$ cat config.mk
export PLATFORM = sky130hd
export DESIGN_NAME = serv_bus_arb
export DESIGN_NICKNAME = d
export VERILOG_FILES = /design/src/rtl/serv_bus_defs.sv /design/src/rtl/serv_bus_wdog.sv /design/src/rtl/serv_bus_arb.sv
export SDC_FILE = /design/constraint.sdc
export NUM_CORES = 1
export LEC_CHECK = 0
export BUFFER_PORTS_ARGS = -buffer_cell sky130_fd_sc_hd__buf_2
export CORE_AREA = 2 2 119 121
export DETAILED_ROUTE_END_ITERATION = 10
export DIE_AREA = 0 0 121 123
export PLACE_DENSITY = 0.62
export SYNTH_ARGS = -nofsm -noshare
export SYNTH_HDL_FRONTEND = slang
export SYNTH_HIERARCHICAL = 1
export SYNTH_SLANG_ARGS = --single-unit
$ cat constraint.sdc
create_clock -name clk -period 3.1 [get_ports clk]
set_input_delay 0.31 -clock clk [delete_from_list [all_inputs] [get_ports clk]]
set_output_delay 0.31 -clock clk [all_outputs]
set_load 0.01 [all_outputs]
$ cat src/rtl/serv_bus_defs.sv
// Shared definitions for the SERV ibus/dbus arbiter: grant states, the
// merged slave request bundle and the read data returned on a timeout.
package serv_bus_defs;

    typedef enum logic [1:0] {
        IDLE = 2'd0,
        IBUS = 2'd1,
        DBUS = 2'd2
    } bus_state_e;

    typedef struct packed {
        logic [31:0] adr;
        logic [31:0] dat;
        logic [3:0]  sel;
        logic        we;
    } wb_req_t;

    localparam logic [31:0] TIMEOUT_RDT = 32'h0;

endpackage

$ cat src/rtl/serv_bus_wdog.sv
// Transaction watchdog: counts unacked cycles of the current grant and flags
// expiry on the limit cycle unless the slave acks in that same cycle.
module serv_bus_wdog #(
    parameter int TIMEOUT_W = 8
) (
    input  logic clk,
    input  logic i_rst,
    input  logic clr,
    input  logic run,
    input  logic ack,
    output logic expire
);

    logic [TIMEOUT_W-1:0] cnt;

    always_ff @(posedge clk or posedge i_rst) begin
        if (i_rst)
            cnt <= '0;
        else if (clr)
            cnt <= '0;
        else if (run && !ack)
            cnt <= cnt + 1'b1;
    end

    assign expire = run && !ack && (cnt == {TIMEOUT_W{1'b1}});

endmodule

$ cat src/rtl/serv_bus_arb.sv
// Merges SERV ibus and dbus onto one Wishbone master port. Data bus wins ties,
// grants are held to completion, and a watchdog terminates stalled slaves.
module serv_bus_arb
    import serv_bus_defs::*;
#(
    parameter int TIMEOUT_W    = 8,
    parameter bit WITH_TIMEOUT = 1
) (
    input  logic        clk,
    input  logic        i_rst,
    input  logic [31:0] i_ibus_adr,
    input  logic        i_ibus_cyc,
    output logic [31:0] o_ibus_rdt,
    output logic        o_ibus_ack,
    input  logic [31:0] i_dbus_adr,
    input  logic [31:0] i_dbus_dat,
    input  logic [3:0]  i_dbus_sel,
    input  logic        i_dbus_we,
    input  logic        i_dbus_cyc,
    output logic [31:0] o_dbus_rdt,
    output logic        o_dbus_ack,
    output logic [31:0] o_wb_adr,
    output logic [31:0] o_wb_dat,
    output logic [3:0]  o_wb_sel,
    output logic        o_wb_we,
    output logic        o_wb_cyc,
    input  logic [31:0] i_wb_rdt,
    input  logic        i_wb_ack,
    input  logic        i_err_clr,
    output logic        o_err,
    output logic [31:0] o_err_adr
);

    bus_state_e  state;
    wb_req_t     req;
    logic        busy;
    logic        gnt_cyc;
    logic        expire;
    logic [31:0] rdt;

    // Any completion returns to IDLE, which gives the master a cycle to drop cyc.
    always_ff @(posedge clk or posedge i_rst) begin
        if (i_rst) begin
            state <= IDLE;
        end else begin
            case (state)
                IDLE:    if (i_dbus_cyc)      state <= DBUS;
                         else if (i_ibus_cyc) state <= IBUS;
                IBUS:    if (!i_ibus_cyc || i_wb_ack || expire) state <= IDLE;
                DBUS:    if (!i_dbus_cyc || i_wb_ack || expire) state <= IDLE;
                default: state <= IDLE;
            endcase
        end
    end

    always_comb begin
        req     = '0;
        gnt_cyc = 1'b0;
        case (state)
            IBUS: begin
                req.adr = i_ibus_adr;
                req.sel = 4'hF;
                gnt_cyc = i_ibus_cyc;
            end
            DBUS: begin
                req     = '{adr: i_dbus_adr, dat: i_dbus_dat, sel: i_dbus_sel, we: i_dbus_we};
                gnt_cyc = i_dbus_cyc;
            end
            default: ;
        endcase
    end

    assign busy     = (state != IDLE);
    assign o_wb_cyc = busy && !expire;
    assign o_wb_adr = req.adr;
    assign o_wb_dat = req.dat;
    assign o_wb_sel = req.sel;
    assign o_wb_we  = req.we;

    assign o_ibus_ack = (state == IBUS) && (i_wb_ack || expire);
    assign o_dbus_ack = (state == DBUS) && (i_wb_ack || expire);
    assign rdt        = expire ? TIMEOUT_RDT : (busy ? i_wb_rdt : 32'h0);
    assign o_ibus_rdt = rdt;
    assign o_dbus_rdt = rdt;

    generate
        if (WITH_TIMEOUT) begin : g_wdog
            serv_bus_wdog #(.TIMEOUT_W(TIMEOUT_W)) u_wdog (
                .clk    (clk),
                .i_rst  (i_rst),
                .clr    (!busy),
                .run    (busy && gnt_cyc),
                .ack    (i_wb_ack),
                .expire (expire)
            );

            // A new timeout beats a simultaneous clear and re-captures the address.
            always_ff @(posedge clk or posedge i_rst) begin
                if (i_rst) begin
                    o_err     <= 1'b0;
                    o_err_adr <= 32'h0;
                end else if (expire) begin
                    o_err <= 1'b1;
                    if (!o_err || i_err_clr)
                        o_err_adr <= o_wb_adr;
                end else if (i_err_clr) begin
                    o_err <= 1'b0;
                end
            end
        end else begin : g_no_wdog
            assign expire    = 1'b0;
            assign o_err     = 1'b0;
            assign o_err_adr = 32'h0;
        end
    endgenerate

endmodule

==> run summary, run 1 <==
Vias/cell - 4.18
Met3 wire length - 715 microns
Post-route clock skew - 0.00859 ns
Dpl ws - 0.535 ns
Metal2 WL - 5.18 mm
Slew HR - 36.3%
Num rows - 43
CP Launch Type - flop
Area after DPL - 4760 sq um
Status - finished clean
Ant. Diodes - 0
Worst Setup Slack, final - 0.294 ns
EDFF count, synth - 0
Synth cell types - 44
Placeable Area - 13600 sq um
Max Freq - 0.356 GHz
Avg Inst Size Synth - 10.2 sq um
Setup bufs post-CTS - 0
Drt total wl - 10.2 mm
PostCTS Resize Cnt - 0
Fin util - 36.3%
DR WL/cell - 13.2 microns
Critical Path Fanout Max - 33
ANT nets after route - 0
WHS - 0.313 ns
RSZ-0062 raised after global routing - false
DR pass1 iterations - 4
Power density cells - 673 nW/um^2
CP arrival - 2.50 ns
HPWL after DPL - 8.32 mm
Placed Cells - 768
CTS max path bufs - 2
GPL Wtd Cong - 0.820
DIE WIDTH - 121 microns
Synth warn - 6
Fin cells - 777
Synthesized flop and latch total - 43
Sequential area share after synthesis - 32.1%
Setup TNS - 0 ns
Clock buffer count from CTS - 5
Post-synth ARST share - 100%
Max-capacitance violation count - 0
Non-Filler Cell Area, Final - 4940 sq um
DR vias - 3249
Crit Path Class - flop to output pin
GRT overflow - 0
Largest net degree at the start of global routing - 40
I/O pins - 308
Worst IR Drop VDD - 0.332 mV
Top_reg_cell synth - dfrtp_1
Initial antenna violation count - 0
Final setup viols - 0
Worst skew pair latency - 0.28 ns
Initial core utilization - 24.6%
Hold Crit Class - input pin to flop
First-pass GRT wire length - 15.3 mm
Gate Count Post-Synth - 327
GRT Total Usage - 13.0%
Minimum clock period - 2.81 ns
Residual DRC count - 0
Synth-to-Final Area Change - 47.6%
Slew Viols, Final - 0
Die ar. - 14900 sq um
I/O Buffers - 307
Mapped Area - 3350 sq um
Chip height - 123 microns
Post-Syn Nets - 472
CTS tree - built
CTS root buf - clkbuf_16
Leak - 2.85 nW
Sinks on Clock Net - 43
Share of cells above drive strength 1 - 67.7%
Final period util - 90.5%
Worst slew pin tran - 0.955 ns
CTS clk-pin slew, worst paths - 0.06 ns
Top sig layer - met4
Htree depth - 2
Power Total - 3.32 mW
Final hold vios - 0
Critical Path RT - 2.79 ns
Iter 0 DRT Violations - 97
WL met1 - 4.29 mm
FILL cells - 1411
Nets - 741
Vias in the first global route - 3024
Crit path capture type - output pin
[synthesized netlist by cell type, types with 5 or more instances]
cell / number / area [sq um]
ha_1: 6 / 75.1
and2_1: 65 / 407
mux2_2: 28 / 315
inv_1: 6 / 22.5
dfrtp_1: 43 / 1080
buf_4: 32 / 240
buf_6: 9 / 101
clkbuf_1: 8 / 30.0
nor2_1: 5 / 18.8
a22oi_2: 22 / 275
a21oi_1: 9 / 45.0
nor2b_2: 20 / 175
nor2b_1: 18 / 113
a22oi_1: 10 / 75.1
[timing repair]
| item | in CTS | in global routing |
|---|---|---|
| hold buffers | 1 | 0 |
| setup endpoints to repair | 0 | 0 |
| hold endpoints to repair | 8 | 0 |
[worst paths after layout]
kind / from / end / slack, ns / cells after the start
max: state[1] / o_ibus_rdt[25] / 0.29 / 10
min: i_ibus_cyc / state[1] / 0.31 / 2
max reg2reg: state[1] / o_err_adr[5] / 0.52 / 10
min reg2reg: o_err_adr[14] / o_err_adr[14] / 0.50 / 1
max in group asynchronous: i_rst / o_err_adr[23] / 1.53 / 4
min in group asynchronous: i_rst / g_wdog.u_wdog/cnt[2] / 0.56 / 3
[power breakdown]
part           switching [mW]  internal, mW  leakage, nW
clock network           0.209         0.401       0.0868
registers              0.0147         0.573        0.599
logic                    1.18         0.941         2.17
[cell families (layout without fill, tap and decap cells)]
logic type | count (synthesis) | in the layout | share of synthesized area [%]
AND/OR/NAND/NOR | 129 | 129 | 25.5
buffers and inverters | 61 | 331 | 13.4
AO/OA/AOI/OAI | 53 | 53 | 14.8
flip-flops | 43 | 43 | 32.1
multiplexers | 33 | 33 | 11.4
adder cells (fa/ha/maj) | 6 | 6 | 2.24
XOR/XNOR | 2 | 2 | 0.523
[layout make-up]
| cell class | instances | area [sq um] | area share [%] |
|---|---|---|---|
| clock buffers | 6 | 139 | 2.81 |
| inverters | 6 | 22.5 | 0.456 |
| flip-flops and latches | 43 | 1080 | 21.8 |
| well taps | 180 | 225 | 4.56 |
| clock inverters | 2 | 35.0 | 0.709 |
| repair buffers | 317 | 1610 | 32.7 |
| multi-input cells | 223 | 1830 | 37.0 |
[worst max-delay path: stages, from the launching register on]
cell and delay [ns]:
dfrtp_1 0.43, inv_1 0.12, ha_2 0.18, a22o_1 0.13
and3_1 0.26, nand4b_4 0.16, nor3_1 0.27, nor2_1 0.08
buf_4 0.21, and2_1 0.21, buf_2 0.14
[cell usage in the layout (no fill, tap or decap), types with 3 or more instances in the layout]
cell type    n
nor2b_2     20
and2_1      65
o21ai_0      4
inv_1        6
mux2_4       3
buf_4        9
buf_2      307
ha_1         4
nor2b_1     18
dfrtp_1     43
a22oi_2     22
nand3_1      3
clkbuf_16    5
nor2_1       5
mux2_2      28
a21oi_1      9
a22oi_1     10
nand2_1      4
[layer usage]
layer,global-route usage [%],up-vias
met5,0,-
met2,24.4,165
met3,2.17,4
met1,15.4,1458
met4,2.98,0
li1,-,1622
[registers in the layout, summed over array words and instances, names as in the netlist]
signal and count:
o_err_adr 32, g_wdog.u_wdog/cnt 8, state 2, o_err 1
Power figures use the tool's default switching activity.
==> run 2: changes to the inputs <==
==> constraint.sdc (replaced) <==
create_clock -name clk -period 2.3 [get_ports clk]
set_input_delay 0.23 -clock clk [delete_from_list [all_inputs] [get_ports clk]]
set_output_delay 0.23 -clock clk [all_outputs]
set_load 0.01 [all_outputs]
==> run summary, run 2 (synthesis results as in run 1) <==
Status - finished with violations
Failing checks - negative setup slack
Largest reg by FF count - o_err_adr
Largest registers - o_err_adr x32, g_wdog.u_wdog/cnt x8, state x2
Worst skew pair latency - 0.28 ns (about the same)
Worst IR Drop VDD - 0.376 mV (+13%)
GRT overflow - 0 (unchanged)
Initial antenna violation count - 0 (unchanged)
ANT nets after route - 0 (unchanged)
Setup TNS - -3.94 ns (-3.94 ns)
Non-Filler Cell Area, Final - 5690 sq um (+15%)
HPWL after DPL - 9.48 mm (+14%)
Leak - 3.13 nW (+9.8%)
GPL Wtd Cong - 0.865 (+5.5%)
Clock buffer count from CTS - 5 (unchanged)
Slew HR - 64.2% (+28 points)
Max-capacitance violation count - 0 (unchanged)
Reg2reg setup slack - 0.03 ns (-0.49 ns)
GRT Total Usage - 16.3% (+3.3 points)
CTS max path bufs - 2 (unchanged)
Most frequent cells in the layout - buf_2, buf_6, dfrtp_1
CP arrival - 2.18 ns (-0.32 ns)
CTS root buf - clkbuf_16
Number of flip-flops under the largest register name - 32 (unchanged)
Ant. Diodes - 0 (unchanged)
CP Launch Type - flop
Vias in the first global route - 3430 (+13%)
Placeable Area - 13600 sq um (unchanged)
Sinks on Clock Net - 43 (unchanged)
Crit path capture type - output pin
Minimum clock period - 2.41 ns
Max Freq - 0.416 GHz
Worst Setup Slack, final - -0.105 ns (-0.400 ns)
Htree depth - 2 (unchanged)
Final hold vios - 0 (unchanged)
DR vias - 3514 (+8.2%)
WHS - 0.253 ns (-0.0599 ns)
Post-route clock skew - 0.00684 ns (-0.00175 ns)
DIE WIDTH - 121 microns (unchanged)
CTS tree - built
Area after DPL - 4890 sq um (+2.9%)
Hold Path Sink - state[0]
R2r endpoint - state[1]
CTS clk-pin slew, worst paths - 0.06 ns (about the same)
Synth-to-Final Area Change - 69.9%
Final setup viols - 66 (+66)
Critical Path Fanout Max - 17 (-48%)
Initial core utilization - 24.6% (unchanged)
Power Total - 5.64 mW (+70%)
Vias/cell - 4.42 (+5.7%)
Worst reg-to-reg path cell count - 11 (+1)
RSZ-0062 raised after global routing - true
Power density cells - 992 nW/um^2 (+48%)
FILL cells - 1335 (-5.4%)
Hold wc startpoint - i_ibus_cyc
DR WL/cell - 16.7 microns (+27%)
Nets - 759 (+2.4%)
R2R Path Start - state[1]
Critical Path RT - 2.07 ns (-0.72 ns)
Final period util - 105%
Die ar. - 14900 sq um (unchanged)
Worst slew pin tran - 0.537 ns (-0.418 ns)
I/O pins - 308 (unchanged)
WHS Path Cells - 3 (+1)
Hold Crit Class - input pin to flop
Chip height - 123 microns (unchanged)
Share of cells above drive strength 1 - 75.4% (+7.8 points)
Crit Path Class - flop to output pin
Drt total wl - 13.3 mm (+30%)
I/O Buffers - 307 (unchanged)
Iter 0 DRT Violations - 86 (-11%)
Slew Viols, Final - 0 (unchanged)
Residual DRC count - 0 (unchanged)
DR pass1 iterations - 4 (unchanged)
Largest net degree at the start of global routing - 37 (-7.5%)
Num rows - 43 (unchanged)
Commonest non-fill, non-tap cell in the layout - buf_2
First-pass GRT wire length - 18.8 mm (+23%)
[run 2: how the worst max path moves through the flow]
stage	cells past startpoint	from	end
floorplan	12	state[1]	o_ibus_rdt[10]
CTS	11	state[0]	o_dbus_ack
global placement	10	state[1]	o_ibus_rdt[1]
finish	10	state[1]	o_ibus_rdt[24]
global route	11	state[0]	o_dbus_ack
detailed placement	10	state[0]	o_ibus_rdt[1]
[run 2: through the flow]
step / instances / util (%) / setup slack [ns]
floorplan: 327 / - / -0.0798
finish: 795 / 41.8 / -0.105
CTS: 790 / 40.6 / -0.136
detailed placement: 770 / 35.9 / 0.132
global placement: 770 / 35.9 / 0.194
global route: 795 / 41.8 / -0.215
[run 2: area by class of cell]
class	count	area, sq um	area share, %
clock buffers	5	125	2.20
clock inverters	3	67.6	1.19
inverters	6	25.0	0.440
multi-input cells	223	1990	35.0
flip-flops and latches	43	1080	18.9
well taps	180	225	3.96
repair buffers	335	2170	38.2
[run 2: metal layers]
layer  up-vias  routed length (microns)  track usage [%]
li1       1655                        -                -
met1      1643                     4970             18.0
met2       193                     6800             30.2
met3        23                     1110             3.87
met4         0                      397             6.18
met5         -                        0                0
[run 2: critical path: stages (launching register included)]
cell	delay (ns)
dfrtp_2	0.44
buf_6	0.13
ha_4	0.15
a22o_1	0.21
and3_4	0.17
nand4b_4	0.09
nor3_4	0.05
nor2_4	0.16
buf_12	0.17
and2_4	0.16
buf_2	0.16
[run 2: where the power goes]
| group | switching (mW) | internal, mW | leakage, nW | total [mW] |
|---|---|---|---|---|
| Combinational | 1.92 | 2.00 | 2.44 | 3.92 |
| Sequential | 0.0218 | 0.774 | 0.598 | 0.796 |
| Clock | 0.305 | 0.622 | 0.0900 | 0.928 |
[run 2: timing repair]
| action | CTS | global route |
|---|---|---|
| gates resized for setup | 55 | 27 |
| buffers inserted | 10 | 3 |
| setup endpoints to repair | 68 | 106 |
| pin swaps | 1 | 17 |
| gates cloned | 1 | 3 |
| hold endpoints to repair | 10 | 0 |
| hold buffers | 1 | 0 |
